`src/rtl/upstream_req_issuer.sv`:
```
// Queues client order/maximum commands and issues them one at a time to an upstream
// memory over a level-based write handshake, or as single-cycle reads with a response pulse.
module upstream_req_issuer #(
    parameter int FIFO_DEPTH = 4,
    parameter int WR_TIMEOUT = 16,
    parameter int MAX_INDEX  = 121
) (
    input  logic        clk,
    input  logic        rst,
    input  logic        cmd_valid,
    output logic        cmd_ready,
    input  logic [6:0]  cmd_index,
    input  logic [15:0] cmd_value,
    input  logic        cmd_is_max,
    input  logic        cmd_is_read,
    output logic [6:0]  up_index,
    output logic [31:0] up_data,
    output logic        up_rw,
    output logic        up_change_max,
    input  logic        up_written,
    input  logic [31:0] up_rd_data,
    output logic        rsp_valid,
    output logic [31:0] rsp_data,
    output logic        err_range,
    output logic        err_timeout,
    output logic [15:0] sent_count
);

    localparam int AW = $clog2(FIFO_DEPTH);
    localparam int TW = $clog2(WR_TIMEOUT + 1);

    typedef logic [AW-1:0] ptr_t;
    typedef logic [AW:0]   cnt_t;
    typedef logic [TW-1:0] tmr_t;

    localparam cnt_t       FULL_CNT = cnt_t'(FIFO_DEPTH);
    localparam tmr_t       TO_LAST  = tmr_t'(WR_TIMEOUT - 1);
    localparam logic [6:0] MAX_IDX  = 7'(MAX_INDEX);

    typedef struct packed {
        logic        is_read;
        logic        is_max;
        logic [6:0]  index;
        logic [15:0] value;
    } cmd_t;

    typedef enum logic [2:0] {
        IDLE     = 3'd0,
        RD_WAIT  = 3'd1,
        WR_ISSUE = 3'd2,
        WR_WAIT  = 3'd3,
        GAP      = 3'd4
    } state_t;

    function automatic logic [31:0] pack_wr(input logic is_max, input logic [15:0] value);
        if (is_max) begin
            return {value, 16'h0000};
        end else begin
            return {16'h0000, value};
        end
    endfunction

    cmd_t   r_mem [FIFO_DEPTH];
    ptr_t   r_wr_ptr;
    ptr_t   r_rd_ptr;
    cnt_t   r_count;
    logic   r_cmd_ready;
    state_t r_state;
    tmr_t   r_timer;
    logic   r_cur_is_max;
    logic [15:0] r_cur_value;

    logic [6:0]  r_up_index;
    logic [31:0] r_up_data;
    logic        r_up_rw;
    logic        r_up_change_max;
    logic        r_rsp_valid;
    logic [31:0] r_rsp_data;
    logic        r_err_range;
    logic        r_err_timeout;
    logic [15:0] r_sent_count;

    cmd_t   w_cmd_in;
    cmd_t   w_head;
    logic   w_empty;
    logic   w_bad;
    logic   w_accept;
    logic   w_push;
    logic   w_pop;
    logic   w_wr_done;
    logic   w_wr_to;
    cnt_t   w_count_nxt;
    state_t w_state_nxt;

    // Reads never look at value/type, so only writes can carry an illegal maximum.
    assign w_bad    = (cmd_index > MAX_IDX) ||
                      (!cmd_is_read && cmd_is_max && (cmd_value <= 16'd1));
    assign w_accept = cmd_valid && r_cmd_ready;
    assign w_push   = w_accept && !w_bad;
    assign w_empty  = (r_count == cnt_t'(0));
    assign w_head   = r_mem[r_rd_ptr];
    assign w_cmd_in = '{is_read: cmd_is_read, is_max: cmd_is_max,
                        index: cmd_index, value: cmd_value};

    // Occupancy after this cycle's push/pop
    always_comb begin
        w_count_nxt = r_count;
        case ({w_push, w_pop})
            2'b10:   w_count_nxt = r_count + cnt_t'(1);
            2'b01:   w_count_nxt = r_count - cnt_t'(1);
            default: w_count_nxt = r_count;
        endcase
    end

    // Queue pointers, occupancy and registered ready
    always_ff @(posedge clk) begin
        if (rst) begin
            r_wr_ptr    <= ptr_t'(0);
            r_rd_ptr    <= ptr_t'(0);
            r_count     <= cnt_t'(0);
            r_cmd_ready <= 1'b1;
        end else begin
            if (w_push) begin
                r_wr_ptr <= r_wr_ptr + ptr_t'(1);
            end
            if (w_pop) begin
                r_rd_ptr <= r_rd_ptr + ptr_t'(1);
            end
            r_count     <= w_count_nxt;
            r_cmd_ready <= (w_count_nxt != FULL_CNT);
        end
    end

    // Queue storage
    always_ff @(posedge clk) begin
        if (w_push) begin
            r_mem[r_wr_ptr] <= w_cmd_in;
        end
    end

    // FSM state register
    always_ff @(posedge clk) begin
        if (rst) begin
            r_state <= IDLE;
        end else begin
            r_state <= w_state_nxt;
        end
    end

    // FSM next state and per-cycle strobes
    always_comb begin
        w_state_nxt = r_state;
        w_pop       = 1'b0;
        w_wr_done   = 1'b0;
        w_wr_to     = 1'b0;
        case (r_state)
            IDLE: begin
                if (!w_empty) begin
                    w_pop       = 1'b1;
                    w_state_nxt = w_head.is_read ? RD_WAIT : WR_ISSUE;
                end else begin
                    w_state_nxt = IDLE;
                end
            end
            RD_WAIT:  w_state_nxt = IDLE;
            WR_ISSUE: w_state_nxt = WR_WAIT;
            WR_WAIT: begin
                // A level left high from before entry is not taken as completion on the first cycle.
                if ((r_timer != tmr_t'(0)) && up_written) begin
                    w_wr_done   = 1'b1;
                    w_state_nxt = GAP;
                end else if (r_timer == TO_LAST) begin
                    w_wr_to     = 1'b1;
                    w_state_nxt = GAP;
                end else begin
                    w_state_nxt = WR_WAIT;
                end
            end
            GAP:     w_state_nxt = IDLE;
            default: w_state_nxt = IDLE;
        endcase
    end

    // Cycles spent in WR_WAIT
    always_ff @(posedge clk) begin
        if (rst) begin
            r_timer <= tmr_t'(0);
        end else if (r_state == WR_WAIT) begin
            r_timer <= r_timer + tmr_t'(1);
        end else begin
            r_timer <= tmr_t'(0);
        end
    end

    // Upstream, response and error outputs
    always_ff @(posedge clk) begin
        if (rst) begin
            r_cur_is_max    <= 1'b0;
            r_cur_value     <= 16'h0000;
            r_up_index      <= 7'd0;
            r_up_data       <= 32'h0000_0000;
            r_up_rw         <= 1'b0;
            r_up_change_max <= 1'b0;
            r_rsp_valid     <= 1'b0;
            r_rsp_data      <= 32'h0000_0000;
            r_err_range     <= 1'b0;
            r_err_timeout   <= 1'b0;
            r_sent_count    <= 16'h0000;
        end else begin
            r_rsp_valid   <= 1'b0;
            r_err_range   <= w_accept && w_bad;
            r_err_timeout <= w_wr_to;
            if (w_pop) begin
                r_up_index   <= w_head.index;
                r_cur_is_max <= w_head.is_max;
                r_cur_value  <= w_head.value;
            end
            if (r_state == RD_WAIT) begin
                r_rsp_data  <= up_rd_data;
                r_rsp_valid <= 1'b1;
            end
            if (r_state == WR_ISSUE) begin
                r_up_data       <= pack_wr(r_cur_is_max, r_cur_value);
                r_up_change_max <= r_cur_is_max;
                r_up_rw         <= 1'b1;
            end else if (w_wr_done || w_wr_to) begin
                r_up_rw         <= 1'b0;
                r_up_change_max <= 1'b0;
            end
            if (w_wr_done) begin
                r_sent_count <= r_sent_count + 16'd1;
            end
        end
    end

    assign cmd_ready     = r_cmd_ready;
    assign up_index      = r_up_index;
    assign up_data       = r_up_data;
    assign up_rw         = r_up_rw;
    assign up_change_max = r_up_change_max;
    assign rsp_valid     = r_rsp_valid;
    assign rsp_data      = r_rsp_data;
    assign err_range     = r_err_range;
    assign err_timeout   = r_err_timeout;
    assign sent_count    = r_sent_count;

endmodule

```
`config.mk`:
```
export PLATFORM = sky130hd
export DESIGN_NAME = upstream_req_issuer
export DESIGN_NICKNAME = d
export VERILOG_FILES = /design/src/rtl/upstream_req_issuer.sv
export SDC_FILE = /design/constraint.sdc
export NUM_CORES = 1
export LEC_CHECK = 0
export BUFFER_PORTS_ARGS = -buffer_cell sky130_fd_sc_hd__buf_2
export CORE_MARGIN = 3
export CORE_UTILIZATION = 45
export CTS_CLUSTER_DIAMETER = 100
export DETAILED_ROUTE_END_ITERATION = 8
export PLACE_DENSITY = 0.67
export SYNTH_ARGS = -nofsm -noshare
export SYNTH_HDL_FRONTEND = slang
export SYNTH_SLANG_ARGS = --single-unit
```
`constraint.sdc`:
```
create_clock -name clk -period 3.2 [get_ports clk]
set_input_delay 0.64 -clock clk [delete_from_list [all_inputs] [get_ports clk]]
set_output_delay 0.64 -clock clk [all_outputs]
set_load 0.01 [all_outputs]
```
==> results of run 1 <==
cell type report:
type,count,area (sq um),share of cell area [%]
multi-input combinational,440,2780,26.8
sequential,227,5550,53.5
inverter,13,48.8,0.471
clock buffer,35,693,6.69
clock inverter,8,62.6,0.604
tap,229,287,2.77
timing repair buffer,175,946,9.13
cells in the mapped netlist, types with 2 or more instances:
cell type / number
xnor2_1: 2
nand3_1: 22
nand3b_1: 18
mux4_2: 25
nor2_1: 20
mux2i_1: 2
buf_1: 4
or4_1: 10
clkbuf_1: 33
buf_2: 5
nor4_1: 2
o21ai_0: 6
nor4_2: 2
nand4_1: 4
o31ai_1: 9
nand2_1: 154
xor2_1: 6
a211oi_1: 2
or3_1: 5
dfxtp_1: 127
ha_1: 9
edfxtp_1: 100
inv_1: 12
nor3_1: 3
nand2b_1: 6
a21oi_1: 110
nor2b_1: 2
and2_1: 6
cell families (layout without fill, tap and decap cells):
kind of cell    count (synthesis)  after routing  synth area share [%]
mux                            29             29                  7.12
compound gates                129            129                  7.92
simple gates                  264            264                  14.9
fa+ha+maj                      10             10                  1.55
flops                         227            227                  64.8
xor+xnor                        8              8                 0.818
buf+inv                        58            231                  2.88
state kept, by name, indices dropped and copies added, names as in the netlist, 3 cells and up, named ones only:
name         cells
r_timer          5
r_mem          100
up_index         7
r_state          3
r_count          3
rsp_data        32
r_cur_value     16
up_data         32
sent_count      16
metrics by stage:
stage / utilization (%) / hold slack (ps)
3_3_place_gp: 52.4 / 438
5_1_grt: 56.5 / 349
2_1_floorplan: - / 430
4_1_cts: 56.5 / 336
6_report: 56.5 / 357
3_5_place_dp: 52.4 / 443
report_power, final:
part | total (uW) | internal (uW) | switching [uW]
clock network | 2630 | 1570 | 1060
registers | 3740 | 3450 | 284
logic | 1970 | 779 | 1190
total | 8330 | 5800 | 2530
metal layers:
layer | track usage [%] | vias to the layer above | wire length, um
met4 | 4.61 | 2 | 471
met1 | 25.1 | 2803 | 8280
li1 | - | 2896 | -
met3 | 3.29 | 43 | 984
met5 | 0 | - | 13
met2 | 27.5 | 135 | 8780
final timing paths:
check / startpoint / to / slack, ps / cells after the start
max: cmd_value[4] / cmd_ready$_SDFF_PP1_ / 500 / 12
max reg2reg: r_state[2]$_SDFF_PP0_ / cmd_ready$_SDFF_PP1_ / 950 / 10
min reg2reg: up_data[8]$_SDFFE_PP0P_ / up_data[8]$_SDFFE_PP0P_ / 450 / 2
min: cmd_index[0] / r_mem[2][16]$_DFFE_PP_ / 360 / 1
worst reg2reg max path, cell delays in order (launching register included):
cell	delay (ps)
dfxtp_1	360
nor3_1	270
nand2b_1	120
inv_2	80
ha_1	160
inv_1	50
fa_1	360
xor2_1	160
or3_1	310
a21oi_1	190
nand2b_1	70
==> flow_summary_export.csv, run 1 <==
group,metric,value,unit
die,die_w,144,um
sta,rsz0062_at_grt,"no",
placement,place_ws,-23.6,ps
clock_tree,cts-buffers-inserted,24,
power_and_ir_drop,peakVddDrop,0.529,mV
logic_synthesis,synthFlopType,"dfxtp_1",
logic_synthesis,ys_ff_latch,227,
clock_tree,hold_buffers,0,
run,drv_cap,0,
placement,place.gp.congestion,0.740,
sta,finalClockSkew,10.2,ps
power_and_ir_drop,leakagePower,0.00389,uW
clock_tree,cts_tree,"built",
sta,tns,0,ps
setup_path,worstPathArrival,3090,ps
logic_synthesis,seq_area_frac_synth,64.8,%
sta,slew_headroom,24.1,%
die,core,0.0183,sq mm
clock_tree,ctsHtreeMaxLevel,1,
setup_path,crit_buf_inv,3,
power_and_ir_drop,p_per_area,805,mW/mm^2
clock_tree,postCtsSetupBuffers,0,
setup_path,max_stage_delay,560,ps
placement,io_buffers,153,
clock_tree,numClockSinks,227,
sta,maxClockFrequency,370,MHz
logic_synthesis,yosys_warnings,0,
sta,setup_violations,0,
sta,hold_viol,0,
die,rows,49,
detailed_routing,dr.pass1.iters,4,
detailed_routing,wl,18500,um
clock_tree,cts_resized,0,
final_layout,fin_cells,1127,
power_and_ir_drop,report.power.total,8330,uW
setup_path,crit_chain,"buf_2 -> or4_1 -> nor4_2 -> a21oi_1 -> inv_1 -> ha_1 -> inv_1 -> fa_1 -> xor2_1 -> or3_1 -> a21oi_1 -> nand2b_1",
sta,setup_ws,497,ps
placement,hpwl,12200,um
final_layout,final_common_cell,"nand2_1",
logic_synthesis,synth-edff-count,100,
sta,fin_crit_sh,84.5,%
global_routing,grt_pass1_vias,5608,
die,die_h,144,um
logic_synthesis,synth.avg_cell_area,11.8,sq um
die,io_pins,154,
detailed_routing,drt_iter0_markers,468,
setup_path,crit_slowest_cell,"or4_1",
setup_path,cp-start-kind,"primary input",
setup_path,path_delay_family,"simple AND/OR/NAND/NOR gates",
logic_synthesis,yosysUniqueCellTypes,47,
global_routing,grt_overflow_total,0,
final_layout,fillCellCount,1567,
sta,period_needed,2700,ps
placement,placed_cells,1084,
detailed_routing,ant_nets,0,
logic_synthesis,synthCells,725,
run_status,status,"finished, final reports clean",
logic_synthesis,synth_area,0.00856,sq mm
placement,placed_area,0.00960,sq mm
final_layout,syn_to_final_growth,21.0,%
setup_path,cp_data_required_time,3590,ps
final_layout,final_cell_area,0.0104,sq mm
sta,worst_pin_slew,1140,ps
logic_synthesis,synth.top_cell.area_share,35.1,%
logic_synthesis,synth_top_cell_by_area,"edfxtp_1",
logic_synthesis,synth_area_leaders,"edfxtp_1, dfxtp_1, nand2_1",
global_routing,grt_pass1_wl,29200,um
clock_tree,cts_buffer_depth,3,
die,die_area,0.0207,sq mm
global_routing,track_usage,17.5,%
final_layout,diodes,0,
setup_path,cp_max_fo,2,
final_layout,layout-drive-gt1-share,27.2,%
global_routing,antenna_found_initial,1,
final_layout,mostFrequentLayoutCells,"nand2_1, buf_2, dfxtp_1",
die,start_util,46.7,%
final_layout,nets,952,
logic_synthesis,syn-num-nets,796,
detailed_routing,routed_via_density,5.22,
global_routing,grt_max_degree,73,
clock_tree,cts_root_buffer,"clkbuf_16",
clock_tree,worstSkewPairLatency,500,ps
clock_tree,clk_pin_slew,60,ps
hold_path,hp-class,"in -> reg",
detailed_routing,drc,0,
setup_path,path_class,"in -> reg",
sta,slew_violations,0,
detailed_routing,wl_per_cell,16.4,um
detailed_routing,via_count,5879,
logic_synthesis,async_flop_share,0,%
setup_path,end_kind,"flop",
(Power assumes the default switching activity.)
==> inputs of run 2 (changes only) <==
ABC_AREA = 1   (was default)
PLACE_DENSITY = 0.66   (was 0.67)
clock period = 2.6 ns   (was 3.2 ns; I/O delays follow)
==> run 2 against run 1 <==
Effect of this change: register-to-register slack worse by 320 ps; clock-buffer cell count down 1; sequential share of layout area down 1.4 points; cell count up 20%; via count up 13%; clock power up 28%; first-iteration DRC count down 23%; flip-flop and latch count unchanged; critical endpoint unchanged; largest cell class unchanged; highest routed layer is now met4.
==> flow_summary_export.csv, run 2 <==
group,metric,value,unit
run_status,status,"finished, final reports clean",
logic_synthesis,synth_area,0.00880,sq mm
logic_synthesis,synth_most_common_cell,"nor2_1",
final_layout,largest_register_ff_count,100,
final_layout,layout-drive-gt1-share,20.5,%
die,rows,50,
detailed_routing,wl_met1,9420,um
logic_synthesis,seq_area_frac_synth,63.0,%
sta,slew_headroom,59.4,%
final_layout,final_common_cell,"buf_2",
hold_path,hp-class,"in -> reg",
clock_tree,numClockSinks,227,
power_and_ir_drop,power_frac_seq,43.8,%
global_routing,grt_overflow_total,0,
clock_tree,cts_root_buffer,"clkbuf_16",
final_layout,fin_cells,1349,
power_and_ir_drop,internal_power,7260,uW
final_layout,diodes,0,
setup_path,path_class,"in -> reg",
sta,maxClockFrequency,492,MHz
power_and_ir_drop,p_comb_share,24.6,%
final_layout,mostFrequentLayoutCells,"buf_2, nor2_1, dfxtp_1",
detailed_routing,ant_nets,0,
power_and_ir_drop,peakVddDrop,0.651,mV
detailed_routing,drt_iter0_markers,362,
power_and_ir_drop,p_switching,3420,uW
logic_synthesis,syn-num-nets,996,
logic_synthesis,synthFlopType,"dfxtp_1",
power_and_ir_drop,leakagePower,0.00425,uW
detailed_routing,top_layer,"met4",
global_routing,grt_max_degree,76,
logic_synthesis,yosys_warnings,0,
sta,rsz0062_at_grt,"no",
sta,finalClockSkew,17.2,ps
clock_tree,hold_buffers,0,
clock_tree,ctsHtreeMaxLevel,1,
detailed_routing,routed_via_density,4.94,
setup_path,cp-start-kind,"primary input",
power_and_ir_drop,report.power.total,10700,uW
sta,period_needed,2030,ps
sta,setup_violations,0,
sta,worst_pin_slew,609,ps
logic_synthesis,synth.top_cell.area_share,34.1,%
detailed_routing,via_count,6669,
placement,place.gp.congestion,0.798,
logic_synthesis,synth.avg_cell_area,9.51,sq um
logic_synthesis,synthCells,925,
logic_synthesis,synth_area_leaders,"edfxtp_1, dfxtp_1, nor2_1",
detailed_routing,wl,20300,um
logic_synthesis,async_flop_share,0,%
setup_path,end_kind,"flop",
global_routing,grt_pass1_vias,6337,
sta,hold_viol,0,
clock_tree,cts_resized,0,
logic_synthesis,synth_common_cells,"nor2_1, dfxtp_1, o21ai_0, nand2_1, edfxtp_1",
logic_synthesis,synth_top_cell_by_area,"edfxtp_1",
power_and_ir_drop,swShare,32.0,%
clock_tree,clk_pin_slew,60,ps
placement,hpwl,12900,um
global_routing,track_usage,18.8,%
die,die_area,0.0213,sq mm
sta,holdWs,230,ps
die,die_w,146,um
global_routing,antenna_found_initial,0,
die,core,0.0190,sq mm
detailed_routing,wl_per_cell,15.1,um
die,start_util,46.4,%
logic_synthesis,yosysUniqueCellTypes,33,
placement,io_buffers,153,
die,io_pins,154,
final_layout,fin_util,56.1,%
run,drv_cap,0,
detailed_routing,wl_met3,1270,um
power_and_ir_drop,clkPwrFrac,31.6,%
clock_tree,cts-buffers-inserted,25,
power_and_ir_drop,p_per_area,1000,mW/mm^2
sta,fin_crit_sh,78.1,%
setup_path,worstPathArrival,2420,ps
sta,tns,0,ps
final_layout,syn_to_final_growth,20.9,%
clock_tree,cts_tree,"built",
global_routing,grt_pass1_wl,33300,um
clock_tree,cts_buffer_depth,3,
die,die_h,146,um
placement,placed_cells,1306,
setup_path,cp_max_fo,5,
detailed_routing,drc,0,
sta,slew_violations,0,
logic_synthesis,ys_ff_latch,227,
final_layout,regMostFlops,"r_mem",
clock_tree,worstSkewPairLatency,510,ps
final_layout,nets,1144,
detailed_routing,dr.pass1.iters,4,
setup_path,cp_data_required_time,2990,ps
clock_tree,postCtsSetupBuffers,0,
detailed_routing,wl_met2,9260,um
logic_synthesis,synth-edff-count,100,
==> run 2: cell types whose count changed in the layout (fill, tap and decap cells not counted), moves of 24 or more <==
cell,change
a21oi_1,-26
nand3_1,+25
nand2_1,-48
o21ai_0,+105
a31oi_1,+24
mux4_2,-25
inv_1,+68
nor2_1,+129
==> run 2: area by class of cell <==
| type | count | area (sq um) |
|---|---|---|
| multi-input combinational | 563 | 2710 |
| clock buffer | 34 | 699 |
| tap | 260 | 325 |
| fill | 1730 | 8310 |
| inverter | 84 | 315 |
| sequential | 227 | 5550 |
| timing repair buffer | 172 | 958 |
| clock inverter | 9 | 90.1 |
==> run 2: per-stage QoR <==
step | instance area, sq um | setup WS, ps
2_1_floorplan | 8800 | 12.2
3_3_place_gp | 9850 | 128
3_5_place_dp | 9850 | 66.4
4_1_cts | 10600 | 568
5_1_grt | 10600 | 414
6_report | 10600 | 569
==> run 2: worst max-delay path, cell delays in order <==
cell,delay (ps)
buf_2,130
nor2_1,180
nand2_1,90
nor2_1,90
nand3_1,140
nand3_1,140
ha_1,150
inv_1,60
fa_1,370
o21ai_0,220
o21ai_0,100
a21oi_1,170
nand2_1,60
==> run 2: final timing paths <==
path | slack [ps] | end | cells past startpoint | startpoint
hold / removal | 230 | r_mem[1][0]$_DFFE_PP_ | 1 | cmd_value[0]
hold reg to reg | 440 | rsp_data[26]$_SDFFE_PP0P_ | 2 | rsp_data[26]$_SDFFE_PP0P_
setup reg to reg | 630 | cmd_ready$_SDFF_PP1_ | 10 | r_state[2]$_SDFF_PP0_
setup / recovery | 570 | cmd_ready$_SDFF_PP1_ | 13 | cmd_value[3]
==> run 2: kinds of logic after synthesis <==
| group | after synthesis | synth area share [%] |
|---|---|---|
| AND/OR/NAND/NOR | 325 | 15.6 |
| XOR/XNOR | 2 | 0.199 |
| flip-flops | 227 | 63.0 |
| adder cells (fa/ha/maj) | 10 | 1.51 |
| AO/OA/AOI/OAI | 226 | 13.3 |
| buffers and inverters | 135 | 6.37 |
==> run 2: metal layers <==
layer  global-route usage (%)  vias to the layer above
met1                     26.0                     3051
met2                     30.9                      182
li1                         -                     3405
met4                     4.70                        0
met5                        0                        -
met3                     3.52                       31
==> run 2: power groups by stage <==
stage	registers (uW)	clock network, uW	logic (uW)
3_3_place_gp	4740	0	2610
3_5_place_dp	4750	0	2650
2_1_floorplan	4760	0	1750
4_1_cts	4680	3460	2660
5_1_grt	4750	3620	3020
6_report	4680	3370	2620
==> inputs of run 3 (changes only) <==
ABC_AREA = 0   (was 1)
PLACE_DENSITY = 0.67   (was 0.66)
clock period = 1.9 ns   (was 2.6 ns; I/O delays follow)
==> run 3 against run 2 <==
Effect of this change: the run now ends with setup timing left; register-to-register slack worse by 880 ps; non-clock buffer count up 49; clock power is 34% higher; largest power group unchanged; flip-flop and latch count is the same; clock-buffer cell count shrank 3.
==> flow_summary_export.csv, run 3 (synthesis results as in run 1) <==
group,metric,value,unit
sta,tns,-706,ps
die,die_area,0.0207,sq mm
setup_path,cp_data_required_time,2300,ps
detailed_routing,dr.pass1.iters,4,
placement,io_buffers,153,
global_routing,antenna_found_initial,1,
die,io_pins,154,
run_status,violations,"setup timing",
global_routing,grt_overflow_total,0,
power_and_ir_drop,p_per_area,1340,mW/mm^2
placement,place_ws,-945,ps
clock_tree,cts_buffer_depth,3,
sta,rsz0062_at_grt,"yes",
clock_tree,cts_root_buffer,"clkbuf_16",
sta,period_needed,2240,ps
hold_path,hp-class,"in -> reg",
clock_tree,clk_pin_slew,60,ps
global_routing,grt_pass1_wl,29000,um
final_layout,nets,998,
setup_path,worstPathArrival,2640,ps
placement,hpwl,12800,um
die,die_h,144,um
run,drv_cap,0,
die,core,0.0183,sq mm
sta,setup_ws,-344,ps
final_layout,largest_register_ff_count,100,
setup_path,cp-start-kind,"primary input",
sta,fin_crit_sh,118,%
clock_tree,cts-buffers-inserted,23,
final_layout,mostFrequentLayoutCells,"nand2_1, buf_2, dfxtp_1",
sta,slew_headroom,67.3,%
detailed_routing,routed_via_density,5.16,
sta,worst_pin_slew,491,ps
setup_path,reg2reg_setup_slack,-250,ps
final_layout,final_common_cell,"nand2_1",
final_layout,final_cell_area,0.0109,sq mm
clock_tree,worstSkewPairLatency,500,ps
setup_path,end_kind,"flop",
placement,place.gp.congestion,0.798,
setup_path,cp_max_fo,2,
detailed_routing,via_count,6058,
final_layout,fin_cells,1173,
detailed_routing,wl_met2,8920,um
die,rows,49,
sta,slew_violations,0,
final_layout,diodes,0,
placement,placed_area,0.0100,sq mm
clock_tree,numClockSinks,227,
final_layout,syn_to_final_growth,27.3,%
global_routing,grt_pass1_vias,5557,
final_layout,fin_util,59.5,%
clock_tree,ctsHtreeMaxLevel,1,
run_status,status,"finished, violations left",
detailed_routing,wl_met3,962,um
clock_tree,hold_buffers,0,
sta,hold_viol,0,
final_layout,layout-drive-gt1-share,32.9,%
clock_tree,cts_tree,"built",
setup_path,path_class,"in -> reg",
sta,setup_violations,3,
die,start_util,46.7,%
sta,finalClockSkew,14.3,ps
detailed_routing,drt_iter0_markers,448,
sta,maxClockFrequency,446,MHz
global_routing,grt_max_degree,52,
placement,placed_cells,1121,
global_routing,track_usage,17.4,%
detailed_routing,wl_met1,8490,um
detailed_routing,top_layer,"met5",
detailed_routing,ant_nets,0,
detailed_routing,wl,18700,um
detailed_routing,wl_per_cell,16.0,um
detailed_routing,drc,0,
power_and_ir_drop,peakVddDrop,0.943,mV
die,die_w,144,um
power_and_ir_drop,leakagePower,0.00419,uW
setup_path,r2r_cells,11,
final_layout,regMostFlops,"r_mem",
hold_path,holdPathStages,1,
-- run 3: changes by cell type in the layout (fill, tap and decap cells not counted), sizes merged, moves of 18 or more --
| cell | previous run | this run |
|---|---|---|
| nand2 | 108 | 154 |
| buf | 172 | 221 |
| nand3b | 0 | 18 |
| mux4 | 0 | 25 |
| a21oi | 84 | 110 |
| inv | 83 | 14 |
| o21ai | 116 | 6 |
| nor2 | 157 | 20 |
| nand3 | 49 | 23 |
| a31oi | 24 | 0 |
-- run 3: power breakdown --
part           leakage [uW]  internal (uW)  total, uW  switching [uW]
clock network      0.000385           2730       4510            1780
logic               0.00186           1700       3920            2210
registers           0.00195           5810       6170             365
total               0.00419          10200      14600            4360
-- run 3: repair_timing --
item	CTS	global route
gates resized for setup	4	5
pin swaps	1	1
setup endpoints to repair	3	11
buffers inserted	3	6
cloned	0	1
-- run 3: worst max-delay path, stage by stage --
cell and delay (ps):
buf_6 90, or4_4 530, nor4_4 200, a21oi_2 100
inv_1 80, ha_2 180, inv_2 40, fa_2 330
xor2_1 150, or3_1 320, a21oi_2 160, nand2b_1 70
-- run 3: path summary, 6_finish.rpt --
path	from	to
worst max-delay path	cmd_value[4]	cmd_ready$_SDFF_PP1_
worst min-delay path	cmd_index[0]	r_mem[2][16]$_DFFE_PP_
worst max register to register	r_state[2]$_SDFF_PP0_	cmd_ready$_SDFF_PP1_
worst min register to register	r_timer[0]$_SDFF_PP0_	r_timer[0]$_SDFF_PP0_
-- run 3: cell type report --
cell class	count	area [sq um]
sequential	227	5550
tap	229	287
clock buffer	31	667
clock inverter	11	105
timing repair buffer	221	1410
inverter	13	48.8
multi-input combinational	441	2840
fill	1523	7430
-- run 3: stage by stage --
step	total power, uW	hold slack (ps)
final	14600	96.2
after detailed placement	10100	442
after CTS	14800	77.9
after global placement	10000	437
after global routing	15500	91.6
after floorplan	8650	430
-- run 3: per-layer routing --
layer,global-route usage (%),vias to the layer above
met5,0,-
met4,4.16,2
met3,3.03,30
met2,27.5,143
met1,25.3,2889
li1,-,2994
